### src/rtl/full_sub_beh.sv
// Purpose: registered WIDTH-bit ripple-borrow full subtractor, {bo,d} = a - b - bi.
// Latency: 1 clock from in_valid to out_valid; one operand set accepted per clock.
// Backpressure: none; the block is always ready and results are never stalled.
//
// Ports:
//   clk        single clock, rising-edge
//   rst_n      synchronous active-low reset (clears d, bo, out_valid, ovf)
//   in_valid   a/b/bi are valid this cycle
//   a, b       unsigned minuend / subtrahend, WIDTH bits
//   bi         borrow-in (weight 1)
//   d, bo      registered difference and borrow-out
//   out_valid  d/bo were loaded on the previous edge
//   ovf        two's-complement overflow flag, present only when the
//              FULL_SUB_OVF_EN macro is defined
module full_sub_beh #(
    parameter int WIDTH = 1
) (
    input  logic             clk,
    input  logic             rst_n,
    input  logic             in_valid,
    input  logic [WIDTH-1:0] a,
    input  logic [WIDTH-1:0] b,
    input  logic             bi,
    output logic [WIDTH-1:0] d,
    output logic             bo,
`ifdef FULL_SUB_OVF_EN
    output logic             ovf,
`endif
    output logic             out_valid
);

    // Borrow chain: br[0] is the external borrow-in, br[WIDTH] the borrow-out.
    logic [WIDTH:0]   br;
    logic [WIDTH-1:0] diff;

    always_comb begin
        br    = '0;
        diff  = '0;
        br[0] = bi;
        for (int i = 0; i < WIDTH; i++) begin
            diff[i]  = a[i] ^ b[i] ^ br[i];
            // A borrow leaves bit i when the subtrahend side (b plus incoming
            // borrow) exceeds a[i].
            br[i+1]  = (~a[i] & (b[i] | br[i])) | (b[i] & br[i]);
        end
    end

`ifdef FULL_SUB_OVF_EN
    // Signed overflow only possible when operand signs differ; it occurred
    // if the result sign then disagrees with the minuend sign.
    logic ovf_nxt;
    assign ovf_nxt = (a[WIDTH-1] != b[WIDTH-1]) && (diff[WIDTH-1] != a[WIDTH-1]);
`endif

    // Reset wins over in_valid; operands presented during reset are dropped.
    // Without in_valid the result registers hold and only out_valid drops.
    always_ff @(posedge clk) begin
        if (!rst_n) begin
            d         <= '0;
            bo        <= 1'b0;
            out_valid <= 1'b0;
`ifdef FULL_SUB_OVF_EN
            ovf       <= 1'b0;
`endif
        end else begin
            out_valid <= in_valid;
            if (in_valid) begin
                d   <= diff;
                bo  <= br[WIDTH];
`ifdef FULL_SUB_OVF_EN
                ovf <= ovf_nxt;
`endif
            end
        end
    end

endmodule

### config.mk
export PLATFORM = sky130hd
export DESIGN_NAME = full_sub_beh
export DESIGN_NICKNAME = d
export VERILOG_FILES = /design/src/rtl/full_sub_beh.sv
export SDC_FILE = /design/constraint.sdc
export NUM_CORES = 1
export LEC_CHECK = 0
export ABC_AREA = 1
export BUFFER_PORTS_ARGS = -buffer_cell sky130_fd_sc_hd__buf_2
export CORE_AREA = 2 2 39 41
export DETAILED_ROUTE_END_ITERATION = 8
export DIE_AREA = 0 0 41 43
export GPL_TIMING_DRIVEN = 0
export PLACE_DENSITY = 0.3
export SLEW_MARGIN = 20
export SYNTH_ARGS = -nofsm -noshare
export SYNTH_HDL_FRONTEND = slang
export SYNTH_SLANG_ARGS = --single-unit
### constraint.sdc
create_clock -name clk -period 2.2 [get_ports clk]
set_input_delay 0.44 -clock clk [delete_from_list [all_inputs] [get_ports clk]]
set_output_delay 0.44 -clock clk [all_outputs]
set_load 0.05 [all_outputs]
==> results by group, run 1 <==
Job
  • # Max-Cap Violations: 0

Critical path
  • Slowest stage delay, CP: 310 ps
  • Startpoint Class: flip-flop
  • Crit path required time: 1760 ps
  • Critical-path cell list: buf_2
  • Largest delay share family, worst path: flip-flops
  • Data arrival time of the critical path: 800 ps
  • Crit end category: output port
  • Slowest CP cell: dfxtp_1
  • CP bufs+invs: 1
  • Max FO, Critical Path: 2
  • Crit path kind: reg2out

Global routing
  • Initial antenna violation count: 0
  • First-pass GRT wire length: 469 um
  • Largest net degree at the start of global routing: 6
  • Global-route usage over all layers: 4.81%
  • Total grt overflow: 0
  • Vias in the first global route: 123

Floorplan
  • Die Width: 41 um
  • Chip Height: 43 um
  • I/O pin total: 9
  • Core Box Area: 0.00138 sq mm
  • Initial Utilization: 8.95%
  • Site row count: 14
  • Full die area: 0.00176 sq mm

Clocking
  • Maximum clock path buffer count: 2
  • Num CTS Buffers: 3
  • Worst-skew pair later-pin latency: 230 ps
  • Post-CTS Resized: 0
  • # clock sinks: 3
  • CTS root buffer: clkbuf_4
  • Post-CTS setup buffers: 0
  • Hold-fix buffers, CTS: 0
  • H-tree depth: 1
  • CTS tree: built
  • Clk pin slew, worst setup/hold paths: 40 ps

Final layout
  • Layout net count: 35
  • Diode count: 0
  • Fraction of layout cells with a size suffix above 1: 40.7%
  • # fillers: 167
  • P&R area growth vs syn: 69.7%
  • Util after Layout: 15.2%

Route
  • Antenna viol nets, final: 0
  • Routed wire per std cell: 6.12 um
  • DRC viols: 0
  • Initial DRT Pass Iterations: 1
  • Initial DRC Count: 0
  • Via density per instance: 2.77
  • Post-Route WL: 263 um
  • Total number of vias: 119

Timing
  • Fin crit share: 56.6%
  • # setup viols final: 0
  • Final Hold Vio Count: 0
  • RSZ-0062 raised after global routing: false
  • Slew margin rel.: 83.2%
  • Final slew viol count: 0
  • Slew @ Worst Pin: 254 ps
  • Min Tclk post-route: 1240 ps
  • Total Neg Setup Slack: 0 ps
  • Final Skew: 0 ps
  • FMAX: 0.804 GHz

Logic synthesis
  • Area fraction in compound gates after synthesis: 8.08%
  • Mapped Cells: 15
  • Synthesized area: 124 sq um
  • Post-synthesis register bit count: 3
  • Simple-gate portion of the synthesized area: 15.2%
  • Mapped Nets: 22
  • Post-Synth Adder-Cell Area: 16.2%
  • Post-synthesis xor/xnor area fraction: 0%
  • Multiplexer share of the synthesized area: 0%
  • Distinct cell type count after synthesis: 7
  • Syn avg cell area: 8.26 sq um
  • Register area share after synthesis: 48.5%
  • Ys Warns: 0
  • Largest family of logic cells by synthesized area: adder cells

Pwr
  • Leak: 0.121 nW
  • Pwr dens: 895 mW/mm^2
  • Peak supply drop: 0.120 mV

Placement
  • Port-buffer cells: 8
  • RD Place Congestion: 0.557
  • DP HPWL: 206 um

Status
  • Status: completed

Min path
  • Worst Hold Class: in2reg
-- power by group --
part | internal (mW) | leakage (nW) | switching (mW) | total, mW
clock network | 0.0679 | 0.0150 | 0.0276 | 0.0955
registers | 0.0587 | 0.0250 | 0.00137 | 0.0601
logic | 0.00989 | 0.0812 | 0.0226 | 0.0325
-- area by class of cell --
| cell class | instances | area, sq um | area share [%] |
|---|---|---|---|
| inverter | 4 | 15.0 | 7.14 |
| sequential | 3 | 60.1 | 28.6 |
| multi-input combinational | 8 | 48.8 | 23.2 |
| timing repair buffer | 8 | 40.0 | 19.0 |
| clock buffer | 4 | 26.3 | 12.5 |
| tap | 16 | 20.0 | 9.52 |
-- through the flow --
| step | hold WS, ps | power (mW) | worst slack, ps | cells | area (sq um) |
|---|---|---|---|---|---|
| after floorplan | 533 | 0.0826 | 976 | 15 | 124 |
| after global placement | 472 | 0.0934 | 871 | 39 | 184 |
| after detailed placement | 470 | 0.0937 | 869 | 39 | 184 |
| after CTS | 410 | 0.195 | 942 | 43 | 210 |
| after global routing | 454 | 0.203 | 906 | 43 | 210 |
| final | 417 | 0.188 | 955 | 43 | 210 |
-- logic make-up after synthesis --
logic type / after synthesis
buffers and inverters: 4
adders and majority gates: 1
DFF: 3
AOI/OAI and AO/OA: 2
and+or+nand+nor: 5
-- tightest hold or removal path, stage by stage --
cell	delay, ps
buf_2	90
nand2_1	50
inv_1	40
-- per-layer routing --
| metal | track usage, % | wire length [um] | vias to the layer above |
|---|---|---|---|
| met3 | 3.14 | 63 | 0 |
| met4 | 8.00 | 0 | 0 |
| met2 | 3.75 | 80 | 9 |
| met5 | 0 | 0 | - |
| met1 | 5.77 | 119 | 43 |
| li1 | - | - | 67 |
-- cell usage in the layout (no fill, tap or decap) --
cell type | synthesis | final
fa_1 | 1 | 1
clkbuf_1 | 0 | 1
dfxtp_1 | 3 | 3
nand2_1 | 2 | 2
clkbuf_4 | 0 | 3
nor2_1 | 3 | 3
buf_2 | 0 | 8
o21ai_0 | 1 | 1
inv_1 | 4 | 4
o21ai_1 | 1 | 1
-- Yosys cell counts --
library cell	instances	area (sq um)
o21ai_1	1	5.00
nor2_1	3	11.3
inv_1	4	15.0
o21ai_0	1	5.00
nand2_1	2	7.51
dfxtp_1	3	60.1
fa_1	1	20.0
-- flip-flops by register name (all words and copies together), names as in the netlist --
name,cells
bo,1
d,1
out_valid,1
-- final timing paths --
| path | startpoint | to | slack [ps] | depth (start not counted) |
|---|---|---|---|---|
| worst min register to register | d | d | 470 | 2 |
| worst max register to register | bo | bo | 1580 | 2 |
| worst min-delay path | rst_n | out_valid | 420 | 3 |
| worst max-delay path | d | d | 960 | 1 |
(Power assumes the default switching activity.)
==> inputs of run 2 (changes only) <==
--- a/config.mk
+++ b/config.mk
@@ -5,7 +5,7 @@
 export SDC_FILE = /design/constraint.sdc
 export NUM_CORES = 1
 export LEC_CHECK = 0
-export ABC_AREA = 1
+export ABC_AREA = 0
 export BUFFER_PORTS_ARGS = -buffer_cell sky130_fd_sc_hd__buf_2
 export CORE_AREA = 2 2 39 41
 export DETAILED_ROUTE_END_ITERATION = 8
==> constraint.sdc (replaced) <==
create_clock -name clk -period 1.3 [get_ports clk]
set_input_delay 0.26 -clock clk [delete_from_list [all_inputs] [get_ports clk]]
set_output_delay 0.26 -clock clk [all_outputs]
set_load 0.05 [all_outputs]
==> results by group, run 2 <==
Status
  • Status: completed

Logic synthesis
  • Post-synthesis register bit count: 3
  • Syn avg cell area: 12.1 sq um
  • Top post-synthesis cells by area: dfxtp_1, fa_1, mux2i_1
  • Most used DFF post-synth: dfxtp_1
  • Post-synth EDFFs: 0
  • Mapped Nets: 17
  • Async set-reset flop share out of synthesis: 0%
  • Largest area contributor in the netlist: dfxtp_1
  • Most frequent cell after synthesis: dfxtp_1
  • Ys Warns: 0
  • Mapped Cells: 10
  • Synthesized area: 121 sq um
  • Register area share after synthesis: 49.5%
  • Distinct cell type count after synthesis: 8
  • Fraction of synthesized cell area taken by the top area cell type: 49.5%

Final layout
  • Fraction of layout cells with a size suffix above 1: 54.5%
  • Reg area: 60.1 sq um
  • Final Cell Area: 208 sq um
  • Regs by FF count: bo: 1 flops, d: 1 flops, out_valid: 1 flops
  • Commonest cells after routing, fill and taps aside: buf_2, dfxtp_1, clkbuf_4
  • Layout net count: 30
  • P&R area growth vs syn: 71.1%
  • Post-Layout Cell Count: 38
  • Leading cell type in the layout, fill and taps excluded: buf_2
  • Multi-input combinational cell area: 57.6 sq um
  • Diode count: 0
  • # fillers: 168

Clocking
  • Hold-fix buffers, CTS: 0
  • Post-CTS Resized: 0
  • H-tree depth: 1
  • CTS tree: built
  • Maximum clock path buffer count: 2
  • Post-CTS setup buffers: 0
  • Num CTS Buffers: 3
  • # clock sinks: 3
  • Worst-skew pair later-pin latency: 230 ps
  • Clk pin slew, worst setup/hold paths: 30 ps
  • CTS root buffer: clkbuf_4

Job
  • # Max-Cap Violations: 0

Floorplan
  • Full die area: 0.00176 sq mm
  • Die Width: 41 um
  • Chip Height: 43 um
  • I/O pin total: 9
  • Initial Utilization: 8.77%
  • Core Box Area: 0.00138 sq mm
  • Site row count: 14

Placement
  • Placed instance area: 181 sq um
  • RD Place Congestion: 0.498
  • Inst Count DP: 34
  • Port-buffer cells: 8

Timing
  • Final Skew: 0 ps
  • Final Hold Vio Count: 0
  • Final slew viol count: 0
  • Total Neg Setup Slack: 0 ps
  • Slew margin rel.: 83.6%
  • Min Tclk post-route: 1070 ps
  • Fin crit share: 82.2%
  • # setup viols final: 0
  • RSZ-0062 raised after global routing: false
  • FMAX: 0.935 GHz
  • Slew @ Worst Pin: 248 ps
  • Fin Hold WS: 279 ps

Critical path
  • Largest delay share family, worst path: flip-flops
  • Data arrival time of the critical path: 810 ps
  • Max FO, Critical Path: 2
  • Crit path required time: 1040 ps
  • R2R Setup Slk: 700 ps
  • Critical-path cell list: buf_2
  • Slowest stage delay, CP: 320 ps
  • Startpoint Class: flip-flop
  • Crit path kind: reg2out
  • Slowest CP cell: dfxtp_1
  • Crit end category: output port
  • CP bufs+invs: 1

Global routing
  • M2 GR Usage: 5.31%
  • First-pass GRT wire length: 393 um
  • Grt met1 use: 2.56%
  • GR Util met3: 0%
  • Vias in the first global route: 124
  • Most crowded layer after global routing: met4
  • Total grt overflow: 0
  • Global-route usage over all layers: 4.31%
  • Initial antenna violation count: 0
  • Largest net degree at the start of global routing: 5

Route
  • Total number of vias: 109
  • Antenna viol nets, final: 0
  • DRC viols: 0
  • Initial DRC Count: 0
  • Routed wire per std cell: 7.29 um
  • Post-Route WL: 277 um
  • Initial DRT Pass Iterations: 1
  • Via density per instance: 2.87

Min path
  • Worst Hold Class: in2reg

Pwr
  • Leak: 0.110 nW
  • Overall Power: 0.314 mW
  • Pwr dens: 1510 mW/mm^2
  • Peak supply drop: 0.137 mV
-- run 2: cell families (layout without fill, tap and decap cells) --
group | after synthesis | in the layout | synth area share, %
flops | 3 | 3 | 49.5
buf+inv | 1 | 13 | 3.09
simple gates | 3 | 3 | 14.4
fa+ha+maj | 1 | 1 | 16.5
compound gates | 1 | 1 | 8.25
mux | 1 | 1 | 8.25
-- run 2: cell type report --
class                   count  share of cell area, %
well taps                  16                   9.64
flip-flops and latches      3                   28.9
repair buffers              8                   19.3
multi-input cells           6                   27.7
clock buffers               4                   12.7
inverters                   1                   1.81
-- run 2: through the flow --
stage                     utilization (%)  setup WS (ps)
after floorplan                         -            234
after global placement               13.1            121
after detailed placement             13.1           98.5
after CTS                            15.0            211
after global routing                 15.0            184
final                                15.0            231
-- run 2: per-layer routing --
layer	vias up	part of all wire, %
met5	-	0
met2	4	56
met1	50	36
met3	0	8.3
met4	0	0
li1	55	-
-- run 2: path summary, 6_finish.rpt --
| path | from | end | cells past startpoint |
|---|---|---|---|
| max | bo | bo | 1 |
| min | rst_n | bo | 2 |
| max reg2reg | d | d | 1 |
| min reg2reg | d | d | 1 |
-- run 2: power by group --
group | leakage (nW) | internal, mW | switching [mW]
clock network | 0.0150 | 0.115 | 0.0438
registers | 0.0249 | 0.0992 | 0.00236
logic | 0.0702 | 0.0183 | 0.0354
total | 0.110 | 0.232 | 0.0815
